<file path="config.mk">
export PLATFORM = sky130hd
export DESIGN_NAME = updi_frame_sequencer_flat
export DESIGN_NICKNAME = d
export VERILOG_FILES = /design/src/rtl/updi_frame_sequencer_if.sv /design/src/rtl/updi_frame_sequencer.sv /design/src/flat_wrapper.sv
export SDC_FILE = /design/constraint.sdc
export NUM_CORES = 2
export LEC_CHECK = 0
export CORE_AREA = 2 2 245 247
export DETAILED_ROUTE_END_ITERATION = 6
export DIE_AREA = 0 0 247 249
export PLACE_DENSITY = 0.75
export SKIP_LAST_GASP = 1
export SYNTH_ARGS = -nofsm -noshare
export SYNTH_HDL_FRONTEND = slang
export SYNTH_SLANG_ARGS = --single-unit
</file>
<file path="constraint.sdc">
create_clock -name clk -period 4.7 [get_ports clk]
set_input_delay 0.47 -clock clk [delete_from_list [all_inputs] [get_ports clk]]
set_output_delay 0.47 -clock clk [all_outputs]
set_load 0.01 [all_outputs]
</file>
<file path="src/rtl/updi_frame_sequencer_if.sv">
// Frame-request and UART FIFO signals between instruction conversion, the
// UPDI frame sequencer and the UART TX/RX FIFOs.
interface updi_frame_sequencer_if #(
  parameter int MAX_DATA_SIZE  = 64,
  parameter int DATA_ADDR_BITS = $clog2(MAX_DATA_SIZE),
  parameter int MAX_RETRIES    = 2
);
  localparam int RC_W = (MAX_RETRIES > 0) ? $clog2(MAX_RETRIES + 1) : 1;

  logic [7:0]                    opcode;
  logic [MAX_DATA_SIZE-1:0][7:0] data;
  logic [DATA_ADDR_BITS:0]       data_len;
  logic [MAX_DATA_SIZE-1:0]      wait_ack_after;
  logic                          tx_start;
  logic                          tx_ready;
  logic                          tx_done;
  logic                          ack_error;
  logic                          timeout_error;
  logic                          echo_error;
  logic [RC_W-1:0]               retry_count;
  logic [7:0]                    uart_tx_fifo_data;
  logic                          uart_tx_fifo_wr_en;
  logic                          uart_tx_fifo_full;
  logic [7:0]                    uart_rx_fifo_data;
  logic                          uart_rx_fifo_rd_en;
  logic                          uart_rx_fifo_empty;

  // master = the sequencer, slave = requester plus FIFOs
  modport master (
    input  opcode, data, data_len, wait_ack_after, tx_start,
           uart_tx_fifo_full, uart_rx_fifo_data, uart_rx_fifo_empty,
    output tx_ready, tx_done, ack_error, timeout_error, echo_error, retry_count,
           uart_tx_fifo_data, uart_tx_fifo_wr_en, uart_rx_fifo_rd_en
  );
  modport slave (
    output opcode, data, data_len, wait_ack_after, tx_start,
           uart_tx_fifo_full, uart_rx_fifo_data, uart_rx_fifo_empty,
    input  tx_ready, tx_done, ack_error, timeout_error, echo_error, retry_count,
           uart_tx_fifo_data, uart_tx_fifo_wr_en, uart_rx_fifo_rd_en
  );
endinterface

</file>
<file path="src/rtl/updi_frame_sequencer.sv">
// Emits one UPDI frame (SYNC, opcode, payload) into the UART TX FIFO, checks
// single-wire echoes, waits for ACKs, with per-wait timeout and frame retry.
module updi_frame_sequencer #(
  parameter int         MAX_DATA_SIZE      = 64,
  parameter int         DATA_ADDR_BITS     = $clog2(MAX_DATA_SIZE),
  parameter int         ACK_TIMEOUT_CYCLES = 4096,
  parameter int         MAX_RETRIES        = 2,
  parameter bit         ECHO_DISCARD       = 1'b1,
  parameter logic [7:0] SYNC_BYTE          = 8'h55,
  parameter logic [7:0] ACK_BYTE           = 8'h40
) (
  input logic                    clk,
  input logic                    rst,
  updi_frame_sequencer_if.master bus
);
  localparam int RC_W = (MAX_RETRIES > 0) ? $clog2(MAX_RETRIES + 1) : 1;
  localparam int LW   = DATA_ADDR_BITS + 1;
  localparam int BW   = DATA_ADDR_BITS + 2;
  localparam int TW   = $clog2(ACK_TIMEOUT_CYCLES + 1);
  localparam logic [LW-1:0] MAX_LEN = LW'(MAX_DATA_SIZE);

  typedef enum logic [2:0] {
    S_IDLE, S_SEND, S_ECHO_WAIT, S_ECHO_CHK, S_ACK_WAIT, S_ACK_CHK, S_DONE, S_FAIL
  } state_t;

  state_t state, state_d, after_byte, retry_or_fail;

  logic [7:0]                    op_q;
  logic [MAX_DATA_SIZE-1:0][7:0] data_q;
  logic [LW-1:0]                 len_q;
  logic [MAX_DATA_SIZE-1:0]      wack_q;
  logic [BW-1:0]                 b;
  logic [TW-1:0]                 tmo_cnt;
  logic [RC_W-1:0]               retry_q;
  logic                          ack_err_q, tmo_err_q, echo_err_q, done_q;

  logic [DATA_ADDR_BITS-1:0] didx;
  logic [7:0]                cur_byte;
  logic in_wait, last_b, ack_here, tmo_hit, can_retry;
  logic echo_bad, ack_ok, attempt_fail, advance;

  // b = 0 SYNC, 1 opcode, 2.. payload
  assign didx      = DATA_ADDR_BITS'(b - BW'(2));
  assign cur_byte  = (b == '0) ? SYNC_BYTE : (b == BW'(1)) ? op_q : data_q[didx];
  assign last_b    = (b == BW'(len_q) + BW'(1));
  assign ack_here  = (b >= BW'(2)) && wack_q[didx];
  assign in_wait   = (state == S_ECHO_WAIT) || (state == S_ACK_WAIT);
  assign tmo_hit   = (tmo_cnt == TW'(ACK_TIMEOUT_CYCLES - 1));
  assign can_retry = (retry_q < RC_W'(MAX_RETRIES));
  assign echo_bad  = (bus.uart_rx_fifo_data != cur_byte);
  assign ack_ok    = (bus.uart_rx_fifo_data == ACK_BYTE);

  assign attempt_fail = (in_wait && bus.uart_rx_fifo_empty && tmo_hit) ||
                        ((state == S_ACK_CHK) && !ack_ok);

  assign advance = !attempt_fail && (state_d == S_SEND) &&
                   (((state == S_SEND) && !bus.uart_tx_fifo_full) ||
                    (state == S_ECHO_CHK) || (state == S_ACK_CHK));

  always_ff @(posedge clk) begin
    if (!rst) state <= S_IDLE;
    else      state <= state_d;
  end

  always_comb begin
    after_byte    = ack_here ? S_ACK_WAIT : (last_b ? S_DONE : S_SEND);
    retry_or_fail = can_retry ? S_SEND : S_FAIL;
    state_d       = state;
    case (state)
      S_IDLE:      if (bus.tx_start) state_d = S_SEND;
      S_SEND:      if (!bus.uart_tx_fifo_full)
                     state_d = ECHO_DISCARD ? S_ECHO_WAIT : after_byte;
      S_ECHO_WAIT: if (!bus.uart_rx_fifo_empty) state_d = S_ECHO_CHK;
                   else if (tmo_hit)            state_d = retry_or_fail;
      // a wrong echo means a bus collision, so resending would not help
      S_ECHO_CHK:  state_d = echo_bad ? S_FAIL : after_byte;
      S_ACK_WAIT:  if (!bus.uart_rx_fifo_empty) state_d = S_ACK_CHK;
                   else if (tmo_hit)            state_d = retry_or_fail;
      S_ACK_CHK:   state_d = ack_ok ? (last_b ? S_DONE : S_SEND) : retry_or_fail;
      S_DONE,
      S_FAIL:      state_d = S_IDLE;
      default:     state_d = S_IDLE;
    endcase
  end

  always_ff @(posedge clk) begin
    if (!rst) begin
      op_q       <= '0;
      data_q     <= '0;
      len_q      <= '0;
      wack_q     <= '0;
      b          <= '0;
      tmo_cnt    <= '0;
      retry_q    <= '0;
      ack_err_q  <= 1'b0;
      tmo_err_q  <= 1'b0;
      echo_err_q <= 1'b0;
      done_q     <= 1'b0;
    end else begin
      done_q  <= (state == S_DONE) || (state == S_FAIL);
      tmo_cnt <= in_wait ? tmo_cnt + TW'(1) : '0;
      if (state == S_IDLE) begin
        if (bus.tx_start) begin
          op_q       <= bus.opcode;
          data_q     <= bus.data;
          len_q      <= (bus.data_len > MAX_LEN) ? MAX_LEN : bus.data_len;
          wack_q     <= bus.wait_ack_after;
          b          <= '0;
          retry_q    <= '0;
          ack_err_q  <= 1'b0;
          tmo_err_q  <= 1'b0;
          echo_err_q <= 1'b0;
        end
      end else if (attempt_fail) begin
        if (can_retry) begin
          retry_q <= retry_q + RC_W'(1);
          b       <= '0;
        end else if (state == S_ACK_CHK) begin
          ack_err_q <= 1'b1;
        end else begin
          tmo_err_q <= 1'b1;
        end
      end else if ((state == S_ECHO_CHK) && echo_bad) begin
        echo_err_q <= 1'b1;
      end else if (advance) begin
        b <= b + BW'(1);
      end
    end
  end

  // strobes are gated by reset so an abort never leaks one more FIFO access
  always_comb begin
    bus.tx_ready           = (state == S_IDLE);
    bus.tx_done            = done_q;
    bus.ack_error          = ack_err_q;
    bus.timeout_error      = tmo_err_q;
    bus.echo_error         = echo_err_q;
    bus.retry_count        = retry_q;
    bus.uart_tx_fifo_wr_en = rst && (state == S_SEND) && !bus.uart_tx_fifo_full;
    bus.uart_tx_fifo_data  = (state == S_SEND) ? cur_byte : 8'h00;
    bus.uart_rx_fifo_rd_en = rst && in_wait && !bus.uart_rx_fifo_empty;
  end
endmodule

</file>
<file path="src/flat_wrapper.sv">
// flat-port wrapper written by rule: the top's interface ports become plain ports
module updi_frame_sequencer_flat 
#(
  parameter int         MAX_DATA_SIZE      = 64,
  parameter int         DATA_ADDR_BITS     = $clog2(MAX_DATA_SIZE),
  parameter int         ACK_TIMEOUT_CYCLES = 4096,
  parameter int         MAX_RETRIES        = 2,
  parameter bit         ECHO_DISCARD       = 1'b1,
  parameter logic [7:0] SYNC_BYTE          = 8'h55,
  parameter logic [7:0] ACK_BYTE           = 8'h40
)
  (clk, rst, bus_opcode, bus_data, bus_data_len, bus_wait_ack_after, bus_tx_start, bus_uart_tx_fifo_full, bus_uart_rx_fifo_data, bus_uart_rx_fifo_empty, bus_tx_ready, bus_tx_done, bus_ack_error, bus_timeout_error, bus_echo_error, bus_retry_count, bus_uart_tx_fifo_data, bus_uart_tx_fifo_wr_en, bus_uart_rx_fifo_rd_en);
  updi_frame_sequencer_if #(.MAX_DATA_SIZE(MAX_DATA_SIZE), .DATA_ADDR_BITS(DATA_ADDR_BITS), .MAX_RETRIES(MAX_RETRIES)) bus_i ();
  input logic clk;
  input logic rst;
  input wire logic [$bits(bus_i.opcode)-1:0] bus_opcode;
  input wire logic [$bits(bus_i.data)-1:0] bus_data;
  input wire logic [$bits(bus_i.data_len)-1:0] bus_data_len;
  input wire logic [$bits(bus_i.wait_ack_after)-1:0] bus_wait_ack_after;
  input wire logic [$bits(bus_i.tx_start)-1:0] bus_tx_start;
  input wire logic [$bits(bus_i.uart_tx_fifo_full)-1:0] bus_uart_tx_fifo_full;
  input wire logic [$bits(bus_i.uart_rx_fifo_data)-1:0] bus_uart_rx_fifo_data;
  input wire logic [$bits(bus_i.uart_rx_fifo_empty)-1:0] bus_uart_rx_fifo_empty;
  output wire logic [$bits(bus_i.tx_ready)-1:0] bus_tx_ready;
  output wire logic [$bits(bus_i.tx_done)-1:0] bus_tx_done;
  output wire logic [$bits(bus_i.ack_error)-1:0] bus_ack_error;
  output wire logic [$bits(bus_i.timeout_error)-1:0] bus_timeout_error;
  output wire logic [$bits(bus_i.echo_error)-1:0] bus_echo_error;
  output wire logic [$bits(bus_i.retry_count)-1:0] bus_retry_count;
  output wire logic [$bits(bus_i.uart_tx_fifo_data)-1:0] bus_uart_tx_fifo_data;
  output wire logic [$bits(bus_i.uart_tx_fifo_wr_en)-1:0] bus_uart_tx_fifo_wr_en;
  output wire logic [$bits(bus_i.uart_rx_fifo_rd_en)-1:0] bus_uart_rx_fifo_rd_en;
  assign bus_i.opcode = bus_opcode;
  assign bus_i.data = bus_data;
  assign bus_i.data_len = bus_data_len;
  assign bus_i.wait_ack_after = bus_wait_ack_after;
  assign bus_i.tx_start = bus_tx_start;
  assign bus_i.uart_tx_fifo_full = bus_uart_tx_fifo_full;
  assign bus_i.uart_rx_fifo_data = bus_uart_rx_fifo_data;
  assign bus_i.uart_rx_fifo_empty = bus_uart_rx_fifo_empty;
  assign bus_tx_ready = bus_i.tx_ready;
  assign bus_tx_done = bus_i.tx_done;
  assign bus_ack_error = bus_i.ack_error;
  assign bus_timeout_error = bus_i.timeout_error;
  assign bus_echo_error = bus_i.echo_error;
  assign bus_retry_count = bus_i.retry_count;
  assign bus_uart_tx_fifo_data = bus_i.uart_tx_fifo_data;
  assign bus_uart_tx_fifo_wr_en = bus_i.uart_tx_fifo_wr_en;
  assign bus_uart_rx_fifo_rd_en = bus_i.uart_rx_fifo_rd_en;
  updi_frame_sequencer #(.MAX_DATA_SIZE(MAX_DATA_SIZE), .DATA_ADDR_BITS(DATA_ADDR_BITS), .ACK_TIMEOUT_CYCLES(ACK_TIMEOUT_CYCLES), .MAX_RETRIES(MAX_RETRIES), .ECHO_DISCARD(ECHO_DISCARD), .SYNC_BYTE(SYNC_BYTE), .ACK_BYTE(ACK_BYTE)) u_core (.clk(clk), .rst(rst), .bus(bus_i));
endmodule
</file>
==> run summary <==
Status: finished, final reports clean
Starting Density: 46.8%
CTS Buf Count: 67
GRT Util Overall: 31.5%
Layout fillers: 5079
Largest net degree at the start of global routing: 225
Final Cycle Share: 99.4%
DRT Pass-1 Iters: 6
GR Overflow Total: 0
Iter 0 DRT Violations: 2384
Async set or reset register ratio after synthesis: 0%
Insertion delay to the later sink of the worst-skew pair: 0.62 ns
Hold Crit Class: input pin to flip-flop
Met1 Use GR: 40.2%
Top Usage Layer GRT: met2
Switch Pwr: 3.39 mW
Top FF cell, synth: dfxtp_1
Clk sink count: 621
DR vias: 26100
Die area: 0.0615 mm2
First-pass GRT wire length: 148 mm
Hold Worst Slack: 0.391 ns
Final hold viol count: 0
Clock input transition at the sequential cells of the worst setup and hold paths: 0.06 ns
Seq pwr share: 44.0%
Core area: 0.0587 mm2
Reg area: 0.0124 mm2
Synth Instances: 3317
Flop and latch count out of synthesis: 621
Combinational fraction of design power: 14.0%
Slew headroom: 21.4%
P_int: 9.89 mW
Number of flops mapped to enable cells by yosys: 0
Post-Syn Area per Cell: 8.29 um2
PortBufs: 620
Ratio of cells with drive above 1 in the final layout: 8.68%
Rows: 89
Fin. max-slew vios: 0
Startpoint Class: flip-flop
RSZ-0062 raised after global routing: yes
Number of max-cap violations: 0
Wirelength, routed: 99.7 mm
Slew @ Worst Pin: 1.18 ns
H-tree depth: 3
Synth cell types: 88
Post-synth net total: 3929
Die extent in x: 247 um
Num ports: 621
Fin Clk Skew: 0.0213 ns
CP required: 4.23 ns
VDD IR max: 0.000282 V
Power Dens Cells: 364 mW/mm2
FF-to-FF path depth: 14
RR Endpoint: u_core.b[3]$_SDFFE_PN0P_
HP Start: bus_data[111]
Residual DRC count: 0
Crit Path Class: flip-flop to output port
Post-route minimum period: 4.67 ns
Clock power share: 42.1%
Met2 usage: 52.0%
Placer Congestion: 0.916
Longest Clk Path Bufs: 3
Met3 Resource Use GR: 5.65%
Worst setup EP type: output port
Max Clk Rate: 214 MHz
Number of global-route vias before repair: 25200
Synth-to-layout area growth: 32.8%
Multi-input gate area: 0.0139 mm2
Cell Area, Synth: 0.0275 mm2
NumNets Final: 4406
YS warnings: 0
Critical path fanouts, max: 6
Total power: 13.3 mW
Hold depth: 3
# setup viols final: 0
CTS tree: built
Sequential area share after synthesis: 45.2%
Die Y: 249 um
Initial antenna violation count: 13
Worst reg2reg startpoint: u_core.b[1]$_SDFFE_PN0P_
Reg2reg setup slack: 0.60 ns
Pleak: 13.2 nW
CTS Root Cell: clkbuf_16
Post-DP HPWL: 72.1 mm
Routed Antenna Nets: 0
Average wire per standard cell: 21.5 um
Vias per inst: 5.64
WHS Endpoint: u_core.data_q[111]$_SDFFE_PN0P_
Sw frac: 25.5%
Crit path DAT: 4.20 ns
Post-CTS Hold Fix Bufs: 0
critical path, cell delays in order (launching register included):
cell and delay (ns):
dfxtp_4 0.38, inv_2 0.06, ha_2 0.31, or3b_1 0.41, a311oi_2 0.41, o21ai_0 0.35, o22ai_2 0.31, nor4_2 0.11
nand2_1 0.13, nor2_1 0.06, nor4_1 0.40, clkdlybuf4s50_1 0.64
cells in the mapped netlist (14+ instances only):
master	number	share of area, %
a21oi_1	617	11
and2_1	15	0.34
and3_1	15	0.34
buf_2	26	0.47
buf_4	17	0.46
clkbuf_1	212	2.9
dfxtp_1	621	45
mux2i_1	58	2.1
mux4_2	121	9.9
nand2_1	1235	17
nand3_1	40	0.73
nor2_1	67	0.91
nor3_1	14	0.25
o21ai_0	21	0.38
xnor2_1	15	0.48
kinds of logic (layout without fill, tap and decap cells):
group,Yosys count,in the layout,share of synthesized area (%)
simple gates,1447,1447,21.0
compound gates,737,737,14.9
flops,621,621,45.2
buf+inv,282,813,4.62
mux,193,193,12.9
xor+xnor,28,28,0.919
fa+ha+maj,9,9,0.400
other cells,0,9,0
through the flow:
stage          TNS, ns  std cells  cell area (um2)  util (%)  setup slack, ns
4_1_cts        -0.0530       4621            36400      62.1          -0.0530
5_1_grt         -0.145       4630            36500      62.2           -0.101
3_5_place_dp         0       4497            34100      58.0            0.391
3_3_place_gp         0       4497            34100      58.0            0.389
2_1_floorplan        0       3317            27500         -            0.857
6_report             0       4630            36500      62.2           0.0286
metal layers:
layer	up-vias	share of wire (%)
li1	12300	-
met1	12600	40
met2	1024	48
met3	202	7.1
met4	6	4.2
met5	-	0.041
worst max path at each step:
stage | start | endpoint | slack (ns)
finish | u_core.b[1]$_SDFFE_PN0P_ | bus_uart_tx_fifo_data[3] | 0.03
CTS | u_core.b[1]$_SDFFE_PN0P_ | bus_uart_tx_fifo_data[3] | -0.05
global route | u_core.b[1]$_SDFFE_PN0P_ | bus_uart_tx_fifo_data[3] | -0.10
detailed placement | u_core.b[2]$_SDFFE_PN0P_ | bus_uart_tx_fifo_data[3] | 0.39
floorplan | u_core.b[1]$_SDFFE_PN0P_ | u_core.b[1]$_SDFFE_PN0P_ | 0.86
global placement | u_core.b[1]$_SDFFE_PN0P_ | bus_uart_tx_fifo_data[3] | 0.39
cell type report:
class | count | share of cell area [%]
Timing Repair Buffer | 677 | 18.7
Antenna cell | 9 | 0.0617
Sequential cell | 621 | 34.1
Clock buffer | 110 | 5.73
Tap cell | 773 | 2.65
Inverter | 13 | 0.154
Clock inverter | 13 | 0.682
Multi-Input combinational cell | 2414 | 38.0
registers in the layout (all words and copies together), names as in the netlist, 2 cells and up:
register / flops
u_core.data_q: 512
u_core.op_q: 8
u_core.b: 8
u_core.wack_q: 64
u_core.len_q: 7
u_core.state: 3
u_core.bus.retry_count: 2
u_core.tmo_cnt: 13
power groups by stage:
| stage | Combinational, mW | Sequential [mW] | Clock [mW] |
|---|---|---|---|
| floorplan | 0.971 | 5.85 | 0 |
| global placement | 1.82 | 5.93 | 0 |
| detailed placement | 1.83 | 5.94 | 0 |
| CTS | 1.85 | 5.83 | 5.64 |
| global route | 2.01 | 5.86 | 5.86 |
| finish | 1.86 | 5.84 | 5.58 |
layout by cell type (no fill, tap or decap), types with 6 or more instances in the layout:
master           synthesis  layout
diode_2                  0       9
nor2b_1                  7       7
nor3_1                  14      14
clkbuf_8                 0      21
nand2_1               1235    1233
and2_1                  15      14
dfxtp_1                621     618
mux2_2                   7       7
inv_1                    9       9
mux2i_1                 58      58
clkbuf_1               212      20
mux4_2                 121     121
buf_12                   0      12
clkbuf_16                0      69
clkdlybuf4s50_1          0     620
nor2_1                  67      67
or3_1                   10      10
nand4_1                  8       8
o21ai_0                 21      20
nand3_1                 40      40
o211ai_1                 7       7
ha_1                     8       7
nor4_1                   8       6
xnor2_1                 15      14
and3_1                  15      15
a31oi_1                  9       9
a21oi_1                617     617
xor2_1                  12      12
a22oi_1                  8       8
bufinv_16                0       6
buf_4                   17      43
repair_timing:
| action | in CTS | in global routing |
|---|---|---|
| pin swaps | 0 | 0 |
| gates resized for setup | 5 | 8 |
| setup endpoints to repair | 3 | 7 |
| setup buffers | 1 | 0 |
(Power assumes the default switching activity.)
